===== config.mk =====
export PLATFORM = sky130hd
export DESIGN_NAME = picomem_arbiter_flat
export DESIGN_NICKNAME = d
export VERILOG_FILES = /design/src/rtl/picomem_pkg.sv /design/src/rtl/picomem_arbiter_if.sv /design/src/rtl/picomem_arbiter_rr_pick2.sv /design/src/rtl/picomem_arbiter.sv /design/src/flat_wrapper.sv
export SDC_FILE = /design/constraint.sdc
export NUM_CORES = 1
export LEC_CHECK = 0
export ABC_AREA = 0
export BUFFER_PORTS_ARGS = -buffer_cell sky130_fd_sc_hd__buf_4
export CAP_MARGIN = 10
export CORE_AREA = 10 10 110 112
export CTS_BUF_LIST = sky130_fd_sc_hd__clkbuf_16
export CTS_CLUSTER_DIAMETER = 100
export DETAILED_ROUTE_END_ITERATION = 10
export DIE_AREA = 0 0 120 122
export MAX_ROUTING_LAYER = met4
export SLEW_MARGIN = 25
export SYNTH_ARGS = -nofsm -noshare
export SYNTH_HDL_FRONTEND = slang
export SYNTH_SLANG_ARGS = --single-unit

===== constraint.sdc =====
create_clock -name clk -period 1 [get_ports clk]
set_input_delay 0.1 -clock clk [delete_from_list [all_inputs] [get_ports clk]]
set_output_delay 0.1 -clock clk [all_outputs]
set_load 0.02 [all_outputs]

===== src/rtl/picomem_pkg.sv =====
// picomem_pkg: shared types and constants for the picomem arbiter slice.
package picomem_pkg;

  typedef enum logic {
    IDLE = 1'b0,
    OWN  = 1'b1
  } state_t;

  localparam logic [31:0] MMIO_OUT_ADDR = 32'h1000_0000;
  localparam logic [31:0] ERR_RDATA     = 32'hDEAD_BEEF;

  localparam logic OWNER_M0 = 1'b0;
  localparam logic OWNER_M1 = 1'b1;

endpackage


===== src/rtl/picomem_arbiter_if.sv =====
// picomem_arbiter_if: one picorv32-native memory bus (valid/ready handshake).
// The master side drives the request fields; the slave side answers with ready/rdata.
interface picomem_arbiter_if;
  logic        valid;
  logic [31:0] addr;
  logic [31:0] wdata;
  logic [3:0]  wstrb;
  logic        ready;
  logic [31:0] rdata;

  modport master (
    output valid, addr, wdata, wstrb,
    input  ready, rdata
  );

  modport slave (
    input  valid, addr, wdata, wstrb,
    output ready, rdata
  );
endinterface


===== src/rtl/picomem_arbiter_rr_pick2.sv =====
// rr_pick2: combinational two-way winner select.
// A lone requester always wins; on a tie the fixed mode favours master 0,
// otherwise the master that did not complete last wins.
module rr_pick2
  import picomem_pkg::*;
(
  input  logic [1:0] req,
  input  logic       last,
  input  logic       fixed,
  output logic       idx
);

  // choose the winner for the current request pair
  always_comb begin
    idx = OWNER_M0;
    case (req)
      2'b01:   idx = OWNER_M0;
      2'b10:   idx = OWNER_M1;
      2'b11:   idx = fixed ? OWNER_M0 : ~last;
      default: idx = OWNER_M0;
    endcase
  end

endmodule


===== src/rtl/picomem_arbiter.sv =====
// picomem_arbiter: shares one picorv32-native slave (RAM + MMIO) between the
// core (m0) and a DMA/debug loader (m1), one transaction in flight at a time.
// Optional feature: define ARB_TIMEOUT_EN to add a slave watchdog that
// completes a stuck transfer with ERR_RDATA and raises sticky timeout_err.
module picomem_arbiter
  import picomem_pkg::*;
#(
  parameter int FIXED_PRIO     = 0,
  parameter int TIMEOUT_CYCLES = 255
) (
  input  logic              clk,
  input  logic              resetn,
  picomem_arbiter_if.slave  m0,
  picomem_arbiter_if.slave  m1,
  picomem_arbiter_if.master s,
`ifdef ARB_TIMEOUT_EN
  output logic              timeout_err,
`endif
  output logic              busy
);

  if (TIMEOUT_CYCLES < 1 || TIMEOUT_CYCLES > 65535) begin : g_bad_timeout
    $error("picomem_arbiter: TIMEOUT_CYCLES must be within 1..65535");
  end

  state_t      state;
  logic        owner;
  logic        last;
  logic [1:0]  req;
  logic        pick;
  logic        own_valid;
  logic        done;
  logic [31:0] rsp_data;

  assign req = {m1.valid, m0.valid};

  rr_pick2 u_pick (
    .req   (req),
    .last  (last),
    .fixed (FIXED_PRIO != 0),
    .idx   (pick)
  );

  assign own_valid = (owner == OWNER_M1) ? m1.valid : m0.valid;

`ifdef ARB_TIMEOUT_EN
  localparam logic [15:0] TO_LAST = 16'(TIMEOUT_CYCLES - 1);

  logic [15:0] to_cnt;
  logic        to_hit;

  // a real slave answer in the expiry cycle takes precedence over the watchdog
  assign to_hit   = (state == OWN) && own_valid && !s.ready && (to_cnt == TO_LAST);
  assign done     = ((state == OWN) && own_valid && s.ready) || to_hit;
  assign rsp_data = s.ready ? s.rdata : ERR_RDATA;

  // watchdog: count OWN cycles without completion, latch a sticky error on expiry
  always_ff @(posedge clk or negedge resetn) begin
    if (!resetn) begin
      to_cnt      <= '0;
      timeout_err <= 1'b0;
    end else begin
      if (state == IDLE) begin
        to_cnt <= '0;
      end else if (!s.ready) begin
        to_cnt <= to_cnt + 16'd1;
      end
      if (to_hit) begin
        timeout_err <= 1'b1;
      end
    end
  end
`else
  assign done     = (state == OWN) && own_valid && s.ready;
  assign rsp_data = s.rdata;
`endif

  // slave request is the owner's request, forced quiet outside OWN
  assign s.valid = (state == OWN) && own_valid;
  assign s.addr  = (state != OWN) ? '0 : ((owner == OWNER_M1) ? m1.addr  : m0.addr);
  assign s.wdata = (state != OWN) ? '0 : ((owner == OWNER_M1) ? m1.wdata : m0.wdata);
  assign s.wstrb = (state != OWN) ? '0 : ((owner == OWNER_M1) ? m1.wstrb : m0.wstrb);

  // completion is steered only to the owner; the other master sees zeros
  assign m0.ready = done && (owner == OWNER_M0);
  assign m1.ready = done && (owner == OWNER_M1);
  assign m0.rdata = m0.ready ? rsp_data : '0;
  assign m1.rdata = m1.ready ? rsp_data : '0;

  assign busy = (state == OWN);

  // grant FSM: register the winner in IDLE, hold it until completion or abandonment
  always_ff @(posedge clk or negedge resetn) begin
    if (!resetn) begin
      state <= IDLE;
      owner <= OWNER_M0;
      last  <= OWNER_M1;
    end else begin
      case (state)
        IDLE: begin
          if (req != 2'b00) begin
            owner <= pick;
            state <= OWN;
          end
        end
        OWN: begin
          if (!own_valid) begin
            state <= IDLE;
          end else if (done) begin
            last  <= owner;
            state <= IDLE;
          end
        end
        default: state <= IDLE;
      endcase
    end
  end

endmodule


===== src/flat_wrapper.sv =====
// flat-port wrapper written by rule: the top's interface ports become plain ports
module picomem_arbiter_flat import picomem_pkg::*;
#(
  parameter int FIXED_PRIO     = 0,
  parameter int TIMEOUT_CYCLES = 255
)
  (clk, resetn, busy, m0_valid, m0_addr, m0_wdata, m0_wstrb, m0_ready, m0_rdata, m1_valid, m1_addr, m1_wdata, m1_wstrb, m1_ready, m1_rdata, s_valid, s_addr, s_wdata, s_wstrb, s_ready, s_rdata);
  picomem_arbiter_if m0_i ();
  picomem_arbiter_if m1_i ();
  picomem_arbiter_if s_i ();
  input  logic clk;
  input  logic resetn;
  output logic busy;
  input wire logic [$bits(m0_i.valid)-1:0] m0_valid;
  input wire logic [$bits(m0_i.addr)-1:0] m0_addr;
  input wire logic [$bits(m0_i.wdata)-1:0] m0_wdata;
  input wire logic [$bits(m0_i.wstrb)-1:0] m0_wstrb;
  output wire logic [$bits(m0_i.ready)-1:0] m0_ready;
  output wire logic [$bits(m0_i.rdata)-1:0] m0_rdata;
  input wire logic [$bits(m1_i.valid)-1:0] m1_valid;
  input wire logic [$bits(m1_i.addr)-1:0] m1_addr;
  input wire logic [$bits(m1_i.wdata)-1:0] m1_wdata;
  input wire logic [$bits(m1_i.wstrb)-1:0] m1_wstrb;
  output wire logic [$bits(m1_i.ready)-1:0] m1_ready;
  output wire logic [$bits(m1_i.rdata)-1:0] m1_rdata;
  output wire logic [$bits(s_i.valid)-1:0] s_valid;
  output wire logic [$bits(s_i.addr)-1:0] s_addr;
  output wire logic [$bits(s_i.wdata)-1:0] s_wdata;
  output wire logic [$bits(s_i.wstrb)-1:0] s_wstrb;
  input wire logic [$bits(s_i.ready)-1:0] s_ready;
  input wire logic [$bits(s_i.rdata)-1:0] s_rdata;
  assign m0_i.valid = m0_valid;
  assign m0_i.addr = m0_addr;
  assign m0_i.wdata = m0_wdata;
  assign m0_i.wstrb = m0_wstrb;
  assign m0_ready = m0_i.ready;
  assign m0_rdata = m0_i.rdata;
  assign m1_i.valid = m1_valid;
  assign m1_i.addr = m1_addr;
  assign m1_i.wdata = m1_wdata;
  assign m1_i.wstrb = m1_wstrb;
  assign m1_ready = m1_i.ready;
  assign m1_rdata = m1_i.rdata;
  assign s_valid = s_i.valid;
  assign s_addr = s_i.addr;
  assign s_wdata = s_i.wdata;
  assign s_wstrb = s_i.wstrb;
  assign s_i.ready = s_ready;
  assign s_i.rdata = s_rdata;
  picomem_arbiter #(.FIXED_PRIO(FIXED_PRIO), .TIMEOUT_CYCLES(TIMEOUT_CYCLES)) u_core (.clk(clk), .resetn(resetn), .m0(m0_i), .m1(m1_i), .s(s_i), .busy(busy));
endmodule

==> flow_summary.json, run 1 <==
{
  "grt_overflow_total": 0,
  "setup_viol_count_final": 139,
  "post_synth_instance_area_mm2": 0.00165,
  "startpoint_class_of_the_critical_path": "flip-flop",
  "timing.reg2reg.worst_path_depth": 7,
  "synth.net_count": 452,
  "switching_share_pct": 47.0,
  "drt-pass1-iter-count": 4,
  "cts_max_level": 1,
  "critical_path.endpoint_type": "output pin",
  "synth.lib_cells_used.distinct": 18,
  "static-leakage-power_uw": 0.00299,
  "routabilityCongestion": 0.855,
  "outcome": "finished with violations",
  "grt_max_degree": 22,
  "synthesis.yosys.warnings": 0,
  "slowest_stage": "sky130_fd_sc_hd__dfrtp_4",
  "rsz0062_at_grt": "yes",
  "die_width_um": 120,
  "avgRoutedWirePerCell_um": 20.7,
  "dr_total_vias": 3398,
  "p_comb_share_pct": 92.3,
  "dp.final_hpwl_mm": 11.1,
  "path_length_in_cells_of_the_critical_path": 5,
  "start_util_pct": 16.4,
  "synth_area_per_cell_um2": 5.90,
  "antenna_cells_inserted": 0,
  "num-nets-final": 794,
  "die_height_um": 122,
  "data_arrival_time_at_the_worst_slack_endpoint_ns": 1.46,
  "detailed_place.area_mm2": 0.00464,
  "drt-vias-per-instance": 4.49,
  "tightestPinTransition_ns": 0.201,
  "num_io_pins": 309,
  "netlist_instances": 279,
  "clockRootBuffer": "sky130_fd_sc_hd__clkbuf_16",
  "timing.hold.ws_ns": 0.167,
  "critical_path.max_fanout": 8,
  "postRouteWirelength_mm": 15.7,
  "pwr_density_cell_mw_per_mm2": 1730,
  "r2r-start": "u_core.busy",
  "route.detailed.drc": 0,
  "timing.final.crit_period_ns": 1.56,
  "antenna_found_initial": 0,
  "crit_family": "flip-flops",
  "sequential_area_share_after_synthesis_pct": 4.64,
  "hold_path.class": "in2reg",
  "power_report.internal_total_uw": 6080,
  "longest_individual_stage_delay_on_the_worst_path_ns": 0.50,
  "post-route-cell-area_mm2": 0.00662,
  "timing.hold.worst.start": "m0_valid",
  "fin_skew_ns": 0.000749,
  "crit_path_start": "u_core.owner",
  "path_class": "reg2out",
  "clock_power_share_pct": 5.5,
  "portBuffers": 308,
  "insertion_delay_of_the_later_clocked_pin_in_the_worst_skew_pair_ns": 0.22,
  "rows": 37,
  "layout_commonest_cell": "sky130_fd_sc_hd__buf_4",
  "drv_cap": 0,
  "cts_buffers": 3,
  "sequential_cell_fraction_of_total_power_pct": 2.2,
  "finalNonFillerCells": 756,
  "yosys-top-cells-area": "sky130_fd_sc_hd__mux2i_1 41%, sky130_fd_sc_hd__nor2_1 31%, sky130_fd_sc_hd__nand2_1 8.2%",
  "holdPathStages": 2,
  "grt_pass1_wl_mm": 18.2,
  "path_buf_inv": 3,
  "core_mm2": 0.0100,
  "worst_setup_hold_path_clk_slew_ns": 0.03,
  "ys_seq_elements": 3,
  "power.net_switching_uw": 5390,
  "netlist.top_cell.by_area": "sky130_fd_sc_hd__mux2i_1",
  "slew_headroom_pct": 86.2,
  "drv_slew": 0,
  "post_route_cells_drive_above_1_share_pct": 92.3,
  "finalCritPeriodShare_pct": 156,
  "floorplan.die_area_mm2": 0.0146,
  "crit_required_ns": 0.90,
  "violations": "setup timing",
  "grtUsageTotal_pct": 15.8,
  "fin_ws_ns": -0.559,
  "irDropWorstVdd_mv": 1.00,
  "cts_tree": "built",
  "finalHoldViolations": 0,
  "maxClockFrequency_mhz": 641,
  "initialDrtViolationCount": 108,
  "drtAntennaViolNets": 0,
  "fin_total_pwr_uw": 11500,
  "timing.critical_path.cells": "buf_12 -> buf_16 -> mux2i_2 -> nor2_2 -> buf_4",
  "filler_cell_count": 734,
  "placed_cells_incl_taps": 725,
  "yosysTopAreaCellShare_pct": 41.4,
  "syn2layout_area_growth_pct": 302,
  "cts.sinks": 3,
  "most-common-layout-cells": "203 x sky130_fd_sc_hd__buf_4, 124 x sky130_fd_sc_hd__buf_6, 71 x sky130_fd_sc_hd__nor2_4, 64 x sky130_fd_sc_hd__nor2_2, 41 x sky130_fd_sc_hd__mux2i_1",
  "clockBufferDepth": 2,
  "first_global_vias": 3379
}
-- Yosys cell counts --
master / number
sky130_fd_sc_hd__mux2i_1: 68
sky130_fd_sc_hd__dfrtp_1: 2
sky130_fd_sc_hd__inv_1: 1
sky130_fd_sc_hd__buf_4: 3
sky130_fd_sc_hd__buf_6: 9
sky130_fd_sc_hd__clkbuf_1: 9
sky130_fd_sc_hd__a32o_1: 1
sky130_fd_sc_hd__nor2_1: 135
sky130_fd_sc_hd__buf_2: 5
sky130_fd_sc_hd__nand2_1: 36
sky130_fd_sc_hd__dfstp_2: 1
sky130_fd_sc_hd__inv_2: 1
sky130_fd_sc_hd__and2_1: 1
sky130_fd_sc_hd__a22o_1: 1
sky130_fd_sc_hd__o21ai_0: 2
sky130_fd_sc_hd__nand2b_1: 1
sky130_fd_sc_hd__nor3_1: 1
sky130_fd_sc_hd__a21oi_1: 2
-- cell type report --
cell class	count	area, um^2	share of cell area [%]
clock inverter	1	3.75	0.0567
tap	136	170	2.57
multi-input combinational	248	2600	39.2
inverter	2	12.5	0.189
sequential	3	81.3	1.23
timing repair buffer	363	3680	55.6
clock buffer	3	75.1	1.13
-- registers in the layout, indices dropped and copies added (netlist names) --
register and flops:
u_core.last 1, u_core.owner 1, u_core.busy 1
-- layer usage --
| layer | track usage [%] | routed length (um) | vias to the layer above |
|---|---|---|---|
| met5 | - | 0 | - |
| met4 | 0.452 | 272 | 0 |
| met3 | 6.06 | 1290 | 22 |
| met2 | 30.9 | 8870 | 195 |
| met1 | 15.1 | 5240 | 1584 |
| li1 | - | - | 1597 |
-- path summary, 6_finish.rpt --
kind / to / slack (ns)
worst max-delay path: s_addr[1] / -0.56
min in group asynchronous: u_core.owner / 0.24
max in group asynchronous: u_core.last / 0.58
worst max register to register: u_core.last / -0.28
worst min-delay path: u_core.busy / 0.17
worst min register to register: u_core.last / 0.57
-- through the flow --
| stage | setup TNS (ns) | worst slack, ns | util (%) |
|---|---|---|---|
| after floorplan | -24.66 | -0.283 | - |
| after global placement | -36.12 | -0.322 | 46.2 |
| after detailed placement | -36.45 | -0.327 | 46.2 |
| after CTS | -66.57 | -0.560 | 50.1 |
| after global routing | -74.25 | -0.594 | 65.9 |
| final | -69.13 | -0.559 | 65.9 |
-- cells by family (layout without fill, tap and decap cells) --
group,after synthesis,count (layout),share of synthesized area (%)
and+or+nand+nor,174,174,40.1
muxes,68,68,41.4
AOI/OAI and AO/OA,6,6,2.36
buffers and inverters,28,369,11.6
DFF,3,3,4.64
-- worst register-to-register path: stages, from the launching register on --
cell                      delay [ns]
sky130_fd_sc_hd__dfrtp_2        0.41
sky130_fd_sc_hd__buf_4          0.14
sky130_fd_sc_hd__buf_6          0.10
sky130_fd_sc_hd__buf_6          0.12
sky130_fd_sc_hd__nand2_4        0.08
sky130_fd_sc_hd__nor2_4         0.05
sky130_fd_sc_hd__buf_6          0.12
sky130_fd_sc_hd__nor3_4         0.18
-- power by group through the flow --
stage | combinational (uW) | clock (uW) | sequential, uW
3_3_place_gp | 7410 | 0 | 254
2_1_floorplan | 4400 | 0 | 221
5_1_grt | 11100 | 651 | 260
3_5_place_dp | 7480 | 0 | 254
6_report | 10600 | 626 | 255
4_1_cts | 8320 | 638 | 247
-- what timing repair did --
action / 4_1_cts / 5_1_grt
setup endpoints to repair: 139 / 139
setup buffers: 4 / 8
pin swaps: 2 / 67
endpoints found under the hold margin: 3 / 0
gates resized for setup: 60 / 294
cloned: 1 / 13
hold buffers: 1 / 0
No activity file was read; power rests on OpenSTA's default activity.
==> run 2: changes to the inputs <==
--- a/config.mk
+++ b/config.mk
@@ -7,14 +7,14 @@
 export LEC_CHECK = 0
 export ABC_AREA = 0
 export BUFFER_PORTS_ARGS = -buffer_cell sky130_fd_sc_hd__buf_4
-export CAP_MARGIN = 10
-export CORE_AREA = 10 10 110 112
+export CORE_AREA = 10 10 113 115
 export CTS_BUF_LIST = sky130_fd_sc_hd__clkbuf_16
 export CTS_CLUSTER_DIAMETER = 100
 export DETAILED_ROUTE_END_ITERATION = 10
-export DIE_AREA = 0 0 120 122
+export DIE_AREA = 0 0 123 125
 export MAX_ROUTING_LAYER = met4
 export SLEW_MARGIN = 25
 export SYNTH_ARGS = -nofsm -noshare
 export SYNTH_HDL_FRONTEND = slang
+export SYNTH_HIERARCHICAL = 1
 export SYNTH_SLANG_ARGS = --single-unit
==> run 2 against run 1 <==
The run still ends with setup timing left. Worst setup slack worse by 0.10 ns. Worst hold slack improved by 0.035 ns. Non-clock buffer count shrank 27. Combinational power fell by 24%. Final cell count decreased by 7.9%. Core utilization down 9.2 points. Register-to-register slack worse by 0.05 ns. Sequential cell count is the same. Fmax decreased by 6.3%. Largest power group unchanged.
==> flow_summary.json, run 2 <==
{
  "outcome": "finished with violations",
  "violations": "setup timing",
  "portBuffers": 308,
  "r2r-start": "u_core/owner",
  "crit_required_ns": 0.90,
  "num_io_pins": 309,
  "antenna_found_initial": 0,
  "fin_skew_ns": 0.00108,
  "dp_slack_ns": -0.429,
  "synth-edff-count": 0,
  "synth_top_cells_by_count": "69 x sky130_fd_sc_hd__mux2i_1, 69 x sky130_fd_sc_hd__nor2b_1, 65 x sky130_fd_sc_hd__and2_1, 10 x sky130_fd_sc_hd__buf_4, 7 x sky130_fd_sc_hd__clkbuf_1",
  "startpoint_class_of_the_critical_path": "flip-flop",
  "irDropWorstVdd_mv": 0.793,
  "postRouteWirelength_mm": 13.7,
  "async_flop_share_pct": 100,
  "insertion_delay_of_the_later_clocked_pin_in_the_worst_skew_pair_ns": 0.22,
  "synthesis.yosys.warnings": 6,
  "fin_total_pwr_uw": 8870,
  "pwr_density_cell_mw_per_mm2": 1470,
  "rsz0062_at_grt": "yes",
  "drv_cap": 0,
  "dp.final_hpwl_mm": 11.0,
  "grt_pass1_wl_mm": 18.5,
  "drv_slew": 0,
  "sequential_area_share_after_synthesis_pct": 4.24,
  "drtAntennaViolNets": 0,
  "synth.lib_cells_used.distinct": 19,
  "route.detailed.drc": 0,
  "hold_path.class": "in2reg",
  "num-nets-final": 730,
  "start_util_pct": 17.0,
  "holdPathEnd": "u_core/busy",
  "post_synth_instance_area_mm2": 0.00180,
  "holdPathStages": 3,
  "clockRootBuffer": "sky130_fd_sc_hd__clkbuf_16",
  "grt_overflow_total": 0,
  "timing.reg2reg.worst_path_depth": 4,
  "timing.final.crit_period_ns": 1.66,
  "clockBufferDepth": 2,
  "cts_buffers": 3,
  "critical_path.max_fanout": 17,
  "filler_cell_count": 916,
  "floorplan.die_area_mm2": 0.0154,
  "cts_max_level": 1,
  "finalHoldViolations": 0,
  "ys.flop_type": "sky130_fd_sc_hd__dfrtp_1",
  "detailed_place.area_mm2": 0.00494,
  "post_route_cells_drive_above_1_share_pct": 92.3,
  "syn2layout_area_growth_pct": 234,
  "netlist.top_cell.by_area": "sky130_fd_sc_hd__mux2i_1",
  "finalCritPeriodShare_pct": 166,
  "avgRoutedWirePerCell_um": 19.7,
  "cts_tree": "built",
  "r2r-end": "u_core/last",
  "setup_viol_count_final": 139,
  "antenna_cells_inserted": 0,
  "rows": 38,
  "netlist_instances": 238,
  "ff2ff_setup_slack_ns": -0.33,
  "cts.sinks": 3,
  "critical_path.endpoint_type": "output pin",
  "data_arrival_time_at_the_worst_slack_endpoint_ns": 1.56,
  "layout_commonest_cell": "sky130_fd_sc_hd__buf_4",
  "grt_max_degree": 35,
  "initialDrtViolationCount": 47,
  "most-common-layout-cells": "193 x sky130_fd_sc_hd__buf_4, 125 x sky130_fd_sc_hd__buf_6, 60 x sky130_fd_sc_hd__and2_4, 39 x sky130_fd_sc_hd__nor2b_2, 33 x sky130_fd_sc_hd__mux2i_1",
  "static-leakage-power_uw": 0.00293,
  "core_mm2": 0.0106,
  "fin_ws_ns": -0.664,
  "grtUsageTotal_pct": 15.6,
  "post-route-cell-area_mm2": 0.00602,
  "dr_total_vias": 2953,
  "maxClockFrequency_mhz": 601,
  "yosysTopAreaCellShare_pct": 38.3,
  "path_class": "reg2out",
  "fin_setup_tns_ns": -79.04,
  "die_width_um": 123,
  "synth.net_count": 411,
  "die_height_um": 125,
  "worst_setup_hold_path_clk_slew_ns": 0.03,
  "drt-vias-per-instance": 4.24,
  "timing.hold.worst.start": "s_ready",
  "ys_seq_elements": 3,
  "routabilityCongestion": 0.862,
  "first_global_vias": 3258,
  "synth_area_per_cell_um2": 7.57,
  "yosys-top-cells-area": "sky130_fd_sc_hd__mux2i_1 38%, sky130_fd_sc_hd__nor2b_1 24%, sky130_fd_sc_hd__and2_1 23%",
  "drt-pass1-iter-count": 4
}
## run 2: cell count changes after synthesis, sizes merged, moves of 2 or more
cell | previous run | this run
nor2 | 135 | 1
nor2b | 0 | 69
and2 | 1 | 65
nand2 | 36 | 0
buf | 17 | 13
a21oi | 2 | 0
inv | 2 | 0
## run 2: worst max-delay path, stage by stage, from the launching register on
cell                        delay, ns
sky130_fd_sc_hd__dfrtp_4         0.50
sky130_fd_sc_hd__and4b_4         0.38
sky130_fd_sc_hd__clkbuf_16       0.19
sky130_fd_sc_hd__and2_4          0.15
sky130_fd_sc_hd__buf_6           0.11
## run 2: final cells by class
class                   instances  area (um^2)  area share (%)
repair buffers                336         3250            54.0
multi-input cells             213         2430            40.5
well taps                     140          175            2.91
flip-flops and latches          3         81.3            1.35
clock buffers                   3         75.1            1.25
clock inverters                 1         3.75          0.0624
## run 2: report_power, final
| group | leakage, uW | internal (uW) | switching, uW | total (uW) |
|---|---|---|---|---|
| clock | 0.0000423 | 515 | 106 | 621 |
| sequential | 0.0000321 | 168 | 48.0 | 216 |
| combinational | 0.00286 | 4580 | 3450 | 8030 |
## run 2: worst max path at each step
| stage | slack, ns | endpoint | startpoint |
|---|---|---|---|
| CTS | -0.65 | m0_rdata[25] | u_core/owner |
| global route | -0.70 | m0_rdata[24] | u_core/owner |
| finish | -0.66 | m0_rdata[24] | u_core/owner |
| global placement | -0.40 | m0_rdata[0] | u_core/owner |
| detailed placement | -0.43 | m0_rdata[0] | u_core/owner |
| floorplan | -0.26 | m0_rdata[23] | u_core/owner |
## run 2: timing repair
action                                  in CTS  in global routing
pin swaps                                    1                  1
endpoints found under the setup margin     139                139
resized for setup                          143                 27
cloned                                       4                  3
endpoints found under the hold margin        3                  0
setup buffers                                6                  2
hold buffers                                 1                  0
## run 2: logic make-up (layout without fill, tap and decap cells)
| family | count (synthesis) | in the layout | share of synthesized area (%) |
|---|---|---|---|
| compound gates | 4 | 4 | 1.32 |
| mux | 70 | 70 | 39.0 |
| simple gates | 138 | 138 | 48.3 |
| other cells | 1 | 1 | 0.208 |
| buf+inv | 22 | 340 | 7.01 |
| flops | 3 | 3 | 4.24 |
## run 2: per-stage QoR
stage,util [%],hold WS (ns),cells
after floorplan,-,-0.196,238
after global placement,46.6,-0.108,677
after detailed placement,46.6,-0.108,677
after CTS,54.7,0.198,692
after global routing,56.7,0.212,696
final,56.7,0.201,696
## run 2: metal layers
layer,global-route usage (%),up-vias,share of wire (%)
met1,14.8,1349,35
li1,-,1416,-
met4,2.12,0,0.62
met3,4.41,6,10
met2,30.6,182,54
met5,-,-,0
